**src/rtl/dmem_port_if.sv**
```systemverilog
// Signal bundle around dmem_port_arbiter: MEM-stage load port, store-buffer drain port,
// tagged load response and the single-ported data-memory req/gnt/rvalid bus.
interface dmem_port_if #(
  parameter int TAG_W = 5
);
  logic             ld_valid_i;
  logic             ld_ready_o;
  logic [31:0]      ld_addr_i;
  logic [TAG_W-1:0] ld_tag_i;
  logic             st_valid_i;
  logic             st_ready_o;
  logic [31:0]      st_addr_i;
  logic [31:0]      st_data_i;
  logic             flush_i;
  logic             ld_rsp_valid_o;
  logic [31:0]      ld_rsp_data_o;
  logic [TAG_W-1:0] ld_rsp_tag_o;
  logic             mem_req_o;
  logic             mem_we_o;
  logic [31:0]      mem_addr_o;
  logic [31:0]      mem_wdata_o;
  logic             mem_gnt_i;
  logic             mem_rvalid_i;
  logic [31:0]      mem_rdata_i;

  // Arbiter side
  modport master (
    input  ld_valid_i, ld_addr_i, ld_tag_i, st_valid_i, st_addr_i, st_data_i, flush_i,
           mem_gnt_i, mem_rvalid_i, mem_rdata_i,
    output ld_ready_o, st_ready_o, ld_rsp_valid_o, ld_rsp_data_o, ld_rsp_tag_o,
           mem_req_o, mem_we_o, mem_addr_o, mem_wdata_o
  );

  // Pipeline / store buffer / memory side
  modport slave (
    output ld_valid_i, ld_addr_i, ld_tag_i, st_valid_i, st_addr_i, st_data_i, flush_i,
           mem_gnt_i, mem_rvalid_i, mem_rdata_i,
    input  ld_ready_o, st_ready_o, ld_rsp_valid_o, ld_rsp_data_o, ld_rsp_tag_o,
           mem_req_o, mem_we_o, mem_addr_o, mem_wdata_o
  );
endinterface

```
**src/rtl/dmem_port_arbiter.sv**
```systemverilog
// Arbitrates MEM-stage loads against store-buffer drains onto a single data-memory port,
// one transaction at a time, with a starvation bound so committed stores always drain.
module dmem_port_arbiter #(
  parameter int TAG_W        = 5,
  parameter int STARVE_LIMIT = 4
) (
  input  logic        clk_i,
  input  logic        rstn_i,
  dmem_port_if.master bus
);
  localparam int               CNT_W = $clog2(STARVE_LIMIT + 1);
  localparam logic [CNT_W-1:0] LIMIT = CNT_W'(STARVE_LIMIT);

  typedef enum logic [1:0] {IDLE, REQ, RSP} state_t;

  state_t           state_reg, state_next;
  logic [CNT_W-1:0] starve_reg, starve_next;
  logic             kill_reg, kill_next;
  logic             we_reg, we_next;
  logic [31:0]      addr_reg, addr_next;
  logic [31:0]      wdata_reg, wdata_next;
  logic [TAG_W-1:0] tag_reg, tag_next;
  logic             rsp_valid_reg, rsp_valid_next;
  logic [31:0]      rsp_data_reg, rsp_data_next;
  logic [TAG_W-1:0] rsp_tag_reg, rsp_tag_next;
  logic             ld_elig, ld_win, st_win;

  always_comb begin
    ld_elig        = bus.ld_valid_i && !bus.flush_i;
    ld_win         = 1'b0;
    st_win         = 1'b0;
    state_next     = state_reg;
    starve_next    = starve_reg;
    kill_next      = kill_reg;
    we_next        = we_reg;
    addr_next      = addr_reg;
    wdata_next     = wdata_reg;
    tag_next       = tag_reg;
    rsp_valid_next = 1'b0;
    rsp_data_next  = rsp_data_reg;
    rsp_tag_next   = rsp_tag_reg;

    // Readies are gated by reset so they read 0 while reset is asserted.
    if (rstn_i && state_reg == IDLE) begin
      if (ld_elig && bus.st_valid_i) begin
        st_win = (starve_reg == LIMIT);
        ld_win = !st_win;
      end else begin
        ld_win = ld_elig;
        st_win = bus.st_valid_i;
      end
    end

    case (state_reg)
      IDLE: begin
        kill_next = 1'b0;
        if (ld_win) begin
          state_next = REQ;
          we_next    = 1'b0;
          addr_next  = bus.ld_addr_i;
          wdata_next = 32'h0;
          tag_next   = bus.ld_tag_i;
          if (bus.st_valid_i && starve_reg != LIMIT)
            starve_next = starve_reg + 1'b1;
        end else if (st_win) begin
          state_next  = REQ;
          we_next     = 1'b1;
          addr_next   = bus.st_addr_i;
          wdata_next  = bus.st_data_i;
          tag_next    = '0;
          starve_next = '0;
        end
      end
      REQ: begin
        if (bus.flush_i && !we_reg)
          kill_next = 1'b1;
        if (bus.mem_gnt_i) begin
          state_next = we_reg ? IDLE : RSP;
          if (we_reg)
            kill_next = 1'b0;
        end
      end
      RSP: begin
        if (bus.flush_i)
          kill_next = 1'b1;
        if (bus.mem_rvalid_i) begin
          state_next = IDLE;
          kill_next  = 1'b0;
          // A flush arriving together with the read data still kills the response.
          if (!kill_reg && !bus.flush_i) begin
            rsp_valid_next = 1'b1;
            rsp_data_next  = bus.mem_rdata_i;
            rsp_tag_next   = tag_reg;
          end
        end
      end
      default: state_next = IDLE;
    endcase
  end

  always_ff @(posedge clk_i or negedge rstn_i) begin
    if (!rstn_i) begin
      state_reg     <= IDLE;
      starve_reg    <= '0;
      kill_reg      <= 1'b0;
      we_reg        <= 1'b0;
      addr_reg      <= '0;
      wdata_reg     <= '0;
      tag_reg       <= '0;
      rsp_valid_reg <= 1'b0;
      rsp_data_reg  <= '0;
      rsp_tag_reg   <= '0;
    end else begin
      state_reg     <= state_next;
      starve_reg    <= starve_next;
      kill_reg      <= kill_next;
      we_reg        <= we_next;
      addr_reg      <= addr_next;
      wdata_reg     <= wdata_next;
      tag_reg       <= tag_next;
      rsp_valid_reg <= rsp_valid_next;
      rsp_data_reg  <= rsp_data_next;
      rsp_tag_reg   <= rsp_tag_next;
    end
  end

  assign bus.ld_ready_o     = ld_win;
  assign bus.st_ready_o     = st_win;
  assign bus.mem_req_o      = (state_reg == REQ);
  assign bus.mem_we_o       = we_reg;
  assign bus.mem_addr_o     = addr_reg;
  assign bus.mem_wdata_o    = wdata_reg;
  assign bus.ld_rsp_valid_o = rsp_valid_reg;
  assign bus.ld_rsp_data_o  = rsp_data_reg;
  assign bus.ld_rsp_tag_o   = rsp_tag_reg;
endmodule

```
**src/flat_wrapper.sv**
```systemverilog
// flat-port wrapper written by rule: the top's interface ports become plain ports
module dmem_port_arbiter_flat 
#(
  parameter int TAG_W        = 5,
  parameter int STARVE_LIMIT = 4
)
  (clk_i, rstn_i, bus_ld_valid_i, bus_ld_addr_i, bus_ld_tag_i, bus_st_valid_i, bus_st_addr_i, bus_st_data_i, bus_flush_i, bus_mem_gnt_i, bus_mem_rvalid_i, bus_mem_rdata_i, bus_ld_ready_o, bus_st_ready_o, bus_ld_rsp_valid_o, bus_ld_rsp_data_o, bus_ld_rsp_tag_o, bus_mem_req_o, bus_mem_we_o, bus_mem_addr_o, bus_mem_wdata_o);
  dmem_port_if #(.TAG_W(TAG_W)) bus_i ();
  input  logic clk_i;
  input  logic rstn_i;
  input wire logic [$bits(bus_i.ld_valid_i)-1:0] bus_ld_valid_i;
  input wire logic [$bits(bus_i.ld_addr_i)-1:0] bus_ld_addr_i;
  input wire logic [$bits(bus_i.ld_tag_i)-1:0] bus_ld_tag_i;
  input wire logic [$bits(bus_i.st_valid_i)-1:0] bus_st_valid_i;
  input wire logic [$bits(bus_i.st_addr_i)-1:0] bus_st_addr_i;
  input wire logic [$bits(bus_i.st_data_i)-1:0] bus_st_data_i;
  input wire logic [$bits(bus_i.flush_i)-1:0] bus_flush_i;
  input wire logic [$bits(bus_i.mem_gnt_i)-1:0] bus_mem_gnt_i;
  input wire logic [$bits(bus_i.mem_rvalid_i)-1:0] bus_mem_rvalid_i;
  input wire logic [$bits(bus_i.mem_rdata_i)-1:0] bus_mem_rdata_i;
  output wire logic [$bits(bus_i.ld_ready_o)-1:0] bus_ld_ready_o;
  output wire logic [$bits(bus_i.st_ready_o)-1:0] bus_st_ready_o;
  output wire logic [$bits(bus_i.ld_rsp_valid_o)-1:0] bus_ld_rsp_valid_o;
  output wire logic [$bits(bus_i.ld_rsp_data_o)-1:0] bus_ld_rsp_data_o;
  output wire logic [$bits(bus_i.ld_rsp_tag_o)-1:0] bus_ld_rsp_tag_o;
  output wire logic [$bits(bus_i.mem_req_o)-1:0] bus_mem_req_o;
  output wire logic [$bits(bus_i.mem_we_o)-1:0] bus_mem_we_o;
  output wire logic [$bits(bus_i.mem_addr_o)-1:0] bus_mem_addr_o;
  output wire logic [$bits(bus_i.mem_wdata_o)-1:0] bus_mem_wdata_o;
  assign bus_i.ld_valid_i = bus_ld_valid_i;
  assign bus_i.ld_addr_i = bus_ld_addr_i;
  assign bus_i.ld_tag_i = bus_ld_tag_i;
  assign bus_i.st_valid_i = bus_st_valid_i;
  assign bus_i.st_addr_i = bus_st_addr_i;
  assign bus_i.st_data_i = bus_st_data_i;
  assign bus_i.flush_i = bus_flush_i;
  assign bus_i.mem_gnt_i = bus_mem_gnt_i;
  assign bus_i.mem_rvalid_i = bus_mem_rvalid_i;
  assign bus_i.mem_rdata_i = bus_mem_rdata_i;
  assign bus_ld_ready_o = bus_i.ld_ready_o;
  assign bus_st_ready_o = bus_i.st_ready_o;
  assign bus_ld_rsp_valid_o = bus_i.ld_rsp_valid_o;
  assign bus_ld_rsp_data_o = bus_i.ld_rsp_data_o;
  assign bus_ld_rsp_tag_o = bus_i.ld_rsp_tag_o;
  assign bus_mem_req_o = bus_i.mem_req_o;
  assign bus_mem_we_o = bus_i.mem_we_o;
  assign bus_mem_addr_o = bus_i.mem_addr_o;
  assign bus_mem_wdata_o = bus_i.mem_wdata_o;
  dmem_port_arbiter #(.TAG_W(TAG_W), .STARVE_LIMIT(STARVE_LIMIT)) u_core (.clk_i(clk_i), .rstn_i(rstn_i), .bus(bus_i));
endmodule
```
**config.mk**
```make
export PLATFORM = sky130hd
export DESIGN_NAME = dmem_port_arbiter_flat
export DESIGN_NICKNAME = d
export VERILOG_FILES = /design/src/rtl/dmem_port_if.sv /design/src/rtl/dmem_port_arbiter.sv /design/src/flat_wrapper.sv
export SDC_FILE = /design/constraint.sdc
export NUM_CORES = 1
export LEC_CHECK = 0
export ABC_AREA = 1
export ABC_CLOCK_PERIOD_IN_PS = 1800
export CORE_UTILIZATION = 36
export CTS_BUF_LIST = sky130_fd_sc_hd__clkbuf_4 sky130_fd_sc_hd__clkbuf_8 sky130_fd_sc_hd__clkbuf_16
export DETAILED_ROUTE_END_ITERATION = 8
export PLACE_DENSITY = 0.76
export SYNTH_ARGS = -nofsm -noshare
export SYNTH_HDL_FRONTEND = slang
export SYNTH_SLANG_ARGS = --single-unit
```
**constraint.sdc**
```tcl
create_clock -name clk_i -period 1.8 [get_ports clk_i]
set_input_delay 0.18 -clock clk_i [delete_from_list [all_inputs] [get_ports clk_i]]
set_output_delay 0.18 -clock clk_i [all_outputs]
set_load 0.005 [all_outputs]
```
After elaboration in Yosys (flattened, before gate mapping)
Cells that the tools add are included.
Widths: inputs -> output; s select.
{ "op_classes": {"n_addsub": 1, "n_eq_ne": 9, "muxes": 30, "reduce_logical": 18} }
{ "op_table": {"columns": ["operator", "count"], "rows": [
  ["$mux 32", 4],
  ["$mux 1", 14],
  ["$mux 2", 5],
  ["$mux 5", 2],
  ["$mux 3", 3],
  ["$ne 3x3->1 const B", 3],
  ["$reduce_and 3->1", 3],
  ["$logic_and 1x1->1", 6],
  ["$pmux 2 s3", 1],
  ["$logic_not 1->1", 4],
  ["$ne 2x2->1 const B", 2],
  ["$reduce_and 2->1", 2],
  ["$add 3x1->3 const B", 1],
  ["$eq 3x3->1 const B", 1],
  ["$pmux 1 s3", 1],
  ["$reduce_bool 3->1", 1],
  ["$eq 2x1->1 const B", 1],
  ["$eq 2x2->1 const B", 1],
  ["$logic_not 2->1", 1],
  ["$ne 2x1->1 const B", 1],
  ["$reduce_bool 2->1", 1]
]} }
{ "totals": {"reg_bits": 114, "in_bits": 140, "output_inout_bits": 106, "word_cells": 68} }

Logic depth before layout (Yosys ltp)
{ "logic_depth": {"depth_word": 8, "depth_mapped": 11, "ltp_nobuf": 10} }

Worst setup path before layout
Ideal clock, no wire load.
{ "synth_path": {"kind": "register to register", "from": "register u_core.state_reg[0]", "to": "register u_core.addr_reg[10], in the netlist u_core.bus.mem_addr_o[10]", "setup_ns": 0.117, "t_arrival_ns": 1.417, "required_time_ns": 1.683, "setup_slack_ns": 0.266, "path_stages_with_launch": 12, "n_path_buf": 1, "synth_period_minus_slack_ns": 1.534, "cell_sequence": "dfrtp_1 > inv_1 > ha_1 > nand2_1 > inv_2 > nand2_2 > inv_4 > nor2_4 > clkinv_2 > buf_2 > nand2_1 > nand2_1"} }
{ "synth_via": {"elab_chain_len": 5, "word_cells_on_any_way": 7, "cone_classes": "mux: 3; reduce/logical: 4"} }
{ "synth_lines": {"columns": ["element", "line_no", "source"], "rows": [
  ["start: declaration", "dmem_port_arbiter.sv:16", "state_t state_reg, state_next;"],
  ["start signal: assignment", "dmem_port_arbiter.sv:114", "state_reg <= state_next;"],
  ["$logic_not 2->1 (*)", "dmem_port_arbiter.sv:44, dmem_port_arbiter.sv:54", null],
  ["$logic_and 1x1->1", "dmem_port_arbiter.sv:44", "if (rstn_i && state_reg == IDLE) begin"],
  ["$mux 1", "dmem_port_arbiter.sv:44", null],
  ["$reduce_bool 2->1 (no line)", null, null],
  ["$reduce_and 2->1 (no line)", null, null],
  ["end signal: assignment", "dmem_port_arbiter.sv:118", "addr_reg <= addr_next;"],
  ["end: declaration", "dmem_port_arbiter.sv:20", "logic [31:0] addr_reg, addr_next;"]
]} }
Every way passes the cells marked *; elsewhere a longest branch is shown, timed or not.
A chain may end at the register's enable or synchronous reset.

Worst setup path in the final report
{ "layout_path": {"from": "register u_core.state_reg[1]", "to": "output bus_st_ready_o"} }
{ "layout_via": {"elab_chain_len": 3} }
{ "layout_lines": {"columns": ["element", "line_no", "source"], "rows": [
  ["$logic_not 2->1", "dmem_port_arbiter.sv:44", null],
  ["$logic_and 1x1->1", "dmem_port_arbiter.sv:44", null],
  ["$mux 1", "dmem_port_arbiter.sv:44", null],
  ["end: declaration", "flat_wrapper.sv:22", "output wire logic [$bits(bus_i.st_ready_o)-1:0] bus_st_ready_o;"]
]} }
No other way between the ends.

==> flow_metrics.py <==
metrics = {
    "pwr": {
        "power_mw": 12.6,
        "powerDensity_nw_per_um2": 1510,
        "vdd_drop_max_mv": 0.801,
        "cellLeakagePower_nw": 4.20,
    },
    "synth": {
        "synthesis.area_per_instance_sq_um": 8.03,
        "synth_top_cells_by_area": "sky130_fd_sc_hd__dfrtp_1, sky130_fd_sc_hd__nand2_1, sky130_fd_sc_hd__nand3_1",
        "synthCells": 620,
        "postSynthRegisterBits": 114,
        "post_synth_instance_area_sq_um": 4980,
        "async_reset_ff_share_pct": 100,
        "post-synth-top-count-cell": "sky130_fd_sc_hd__nand2_1",
        "synth.top_cell.area_share_pct": 57.3,
        "postSynthNetCount": 767,
        "synth_enable_flop_cells": 0,
        "synth_seq_area_share_pct": 57.3,
        "synth_cell_types": 23,
        "ys.flop_type": "sky130_fd_sc_hd__dfrtp_1",
        "number_of_warnings_printed_during_yosys_synthesis": 0,
        "synth_largest_area_cell": "sky130_fd_sc_hd__dfrtp_1",
        "synth_commonest_cells": "sky130_fd_sc_hd__nand2_1, sky130_fd_sc_hd__dfrtp_1, sky130_fd_sc_hd__nand3_1, sky130_fd_sc_hd__inv_1, sky130_fd_sc_hd__buf_2",
    },
    "sta": {
        "finalHoldViolCount": 0,
        "fin_hold_ws_ns": 0.298,
        "max-slew-margin-rel_pct": 60.9,
        "final_worst_clock_skew_ns": 0.00810,
        "fin_setup_tns_ns": 0,
        "fmax_ghz": 0.597,
        "finalSetupViolCount": 0,
        "grt_setup_unrepaired": "no",
        "worst-slew-pin-transition_ns": 0.587,
        "period_needed_ns": 1.68,
        "final_max_slew_viol_count": 0,
        "layout_worst_path_cycle_share_pct": 93.1,
    },
    "min_path": {
        "worstHoldPathType": "in2reg",
        "whs_path_depth": 3,
    },
    "route": {
        "dr_total_vias": 4884,
        "initialDrtViolationCount": 223,
        "detail-route-antenna-nets": 0,
        "drt-wirelength-per-cell_um": 13.7,
        "first_pass_iters": 4,
        "viasPerCell": 4.57,
        "routed_wirelength_um": 14600,
        "drt_drc_violations_left": 0,
    },
    "global_route": {
        "grt_overflow": 0,
        "first_global_vias": 4837,
        "grt_pass1_wl_um": 23600,
        "grt_start_max_net_pins": 115,
        "globalRouteTotalUtil_pct": 21.3,
        "grt_antenna_before_repair": 0,
    },
    "clock_network": {
        "cts-buffers-inserted": 17,
        "insertion_delay_ns": 0.40,
        "clock_tree_from_tritoncts": "done",
        "htreeDepth": 4,
        "cts-root-buf": "sky130_fd_sc_hd__clkbuf_16",
        "clk_pin_slew_worst_paths_ns": 0.06,
        "cts_buffer_depth": 2,
        "cts_num_sinks": 114,
    },
    "die": {
        "ios": 246,
        "die_x_um": 120,
        "num_rows": 42,
        "initial_core_util_pct": 37.3,
        "floorplan.core_area_sq_um": 13300,
        "fp.dieArea_sq_um": 14300,
        "dieHeight_um": 120,
    },
    "finish": {
        "layout.nets": 1028,
        "final_layout_size_suffix_gt1_share_pct": 8.30,
        "insertedDiodeCount": 0,
        "layout_overhead_on_the_synthesized_area_pct": 68.2,
    },
    "placed_design": {
        "port_buffers": 245,
        "placer_congestion": 0.745,
        "hpwlAfterDp_um": 10200,
    },
    "setup_path": {
        "worst-path-max-fanout": 3,
        "worst_setup_path_start_kind": "flip-flop",
        "type_of_element_capturing_the_critical_path": "output pin",
        "worstPathArrival_ns": 1.50,
        "worst_r2r_path_depth": 11,
        "setup.reg_to_reg.worst_slack_ns": 0.16,
        "critPathRequiredTime_ns": 1.62,
        "worst-setup-path-type": "reg2out",
    },
    "status": {
        "run_status": "finished, final reports clean",
    },
    "job": {
        "max_cap_viol_count": 0,
    },
}
-- cell type report --
cell class / instances / area (sq um)
clock buffers: 25 / 510
clock inverters: 5 / 100
fillers: 1139 / 4970
inverters: 24 / 93.8
multi-input cells: 453 / 1880
flip-flops and latches: 114 / 2850
well taps: 176 / 220
repair buffers: 271 / 2720
-- layer usage --
metal  part of all wire, %  routed length (um)  track usage [%]  vias to the layer above
met2                    47                6910             34.6                      196
li1                      -                   -                -                     2413
met5                     0                   0                0                        -
met4                   1.4                 211             7.81                        0
met3                   9.3                1360             7.89                       16
met1                    42                6110             25.7                     2259
-- path summary, 6_finish.rpt --
check                                      startpoint                           end
setup / recovery                  u_core.state_reg[1]                bus_st_ready_o
hold / removal                       bus_st_data_i[0]     u_core.bus.mem_wdata_o[0]
setup reg to reg                  u_core.state_reg[0]     u_core.bus.mem_addr_o[26]
hold reg to reg            u_core.bus.mem_wdata_o[19]    u_core.bus.mem_wdata_o[19]
max in group asynchronous                      rstn_i     u_core.bus.mem_addr_o[23]
min in group asynchronous                      rstn_i  u_core.bus.ld_rsp_data_o[29]
-- what timing repair did --
item | in CTS | in global routing
endpoints found under the setup margin | 3 | 43
hold buffers | 1 | 0
pin swaps | 0 | 1
setup buffers | 0 | 3
endpoints found under the hold margin | 114 | 0
gates resized for setup | 12 | 5
-- cell usage in the layout (no fill, tap or decap), drive strengths merged --
cell,instances
ha,7
clkbuf,25
nand4,1
nor2,5
o21bai,1
o211ai,1
o21ai,12
nand2,385
buf,28
dlygate4sd2,1
dfrtp,114
inv,23
a21oi,1
clkinv,3
dlygate4sd3,1
clkdlybuf4s50,241
nand3,40
bufinv,3
-- worst max-delay path, stage by stage (launching register included) --
cell and delay [ns]:
sky130_fd_sc_hd__dfrtp_1 0.38, sky130_fd_sc_hd__inv_2 0.08, sky130_fd_sc_hd__ha_4 0.13, sky130_fd_sc_hd__nand2_2 0.05
sky130_fd_sc_hd__inv_2 0.07, sky130_fd_sc_hd__nand2_2 0.07, sky130_fd_sc_hd__inv_4 0.06, sky130_fd_sc_hd__nand2_1 0.07
sky130_fd_sc_hd__inv_2 0.08, sky130_fd_sc_hd__buf_6 0.10
-- power by group --
part	switching, mW	leakage, nW	internal, mW
Combinational	1.91	2.43	2.89
Clock	1.09	0.307	2.36
Sequential	0.640	1.47	3.73
Total	3.64	4.20	8.98
-- cells by family (layout without fill, tap and decap cells) --
kind of cell / Yosys count / count (layout) / share of synthesized area [%]
AOI/OAI and AO/OA: 15 / 15 / 1.61
adders and majority gates: 7 / 7 / 1.76
buffers and inverters: 53 / 325 / 5.43
DFF: 114 / 114 / 57.3
and+or+nand+nor: 431 / 431 / 33.9
-- stage by stage --
stage	cells	cell area, sq um	setup WS, ns	utilization, %
after floorplan	620	4980	0.266	-
after global placement	1034	7710	-0.0702	57.8
after detailed placement	1034	7710	-0.0759	57.8
after CTS	1065	8330	0.0103	62.4
after global routing	1068	8370	0.0140	62.7
final	1068	8370	0.125	62.7
No activity file was read; power rests on OpenSTA's default activity.
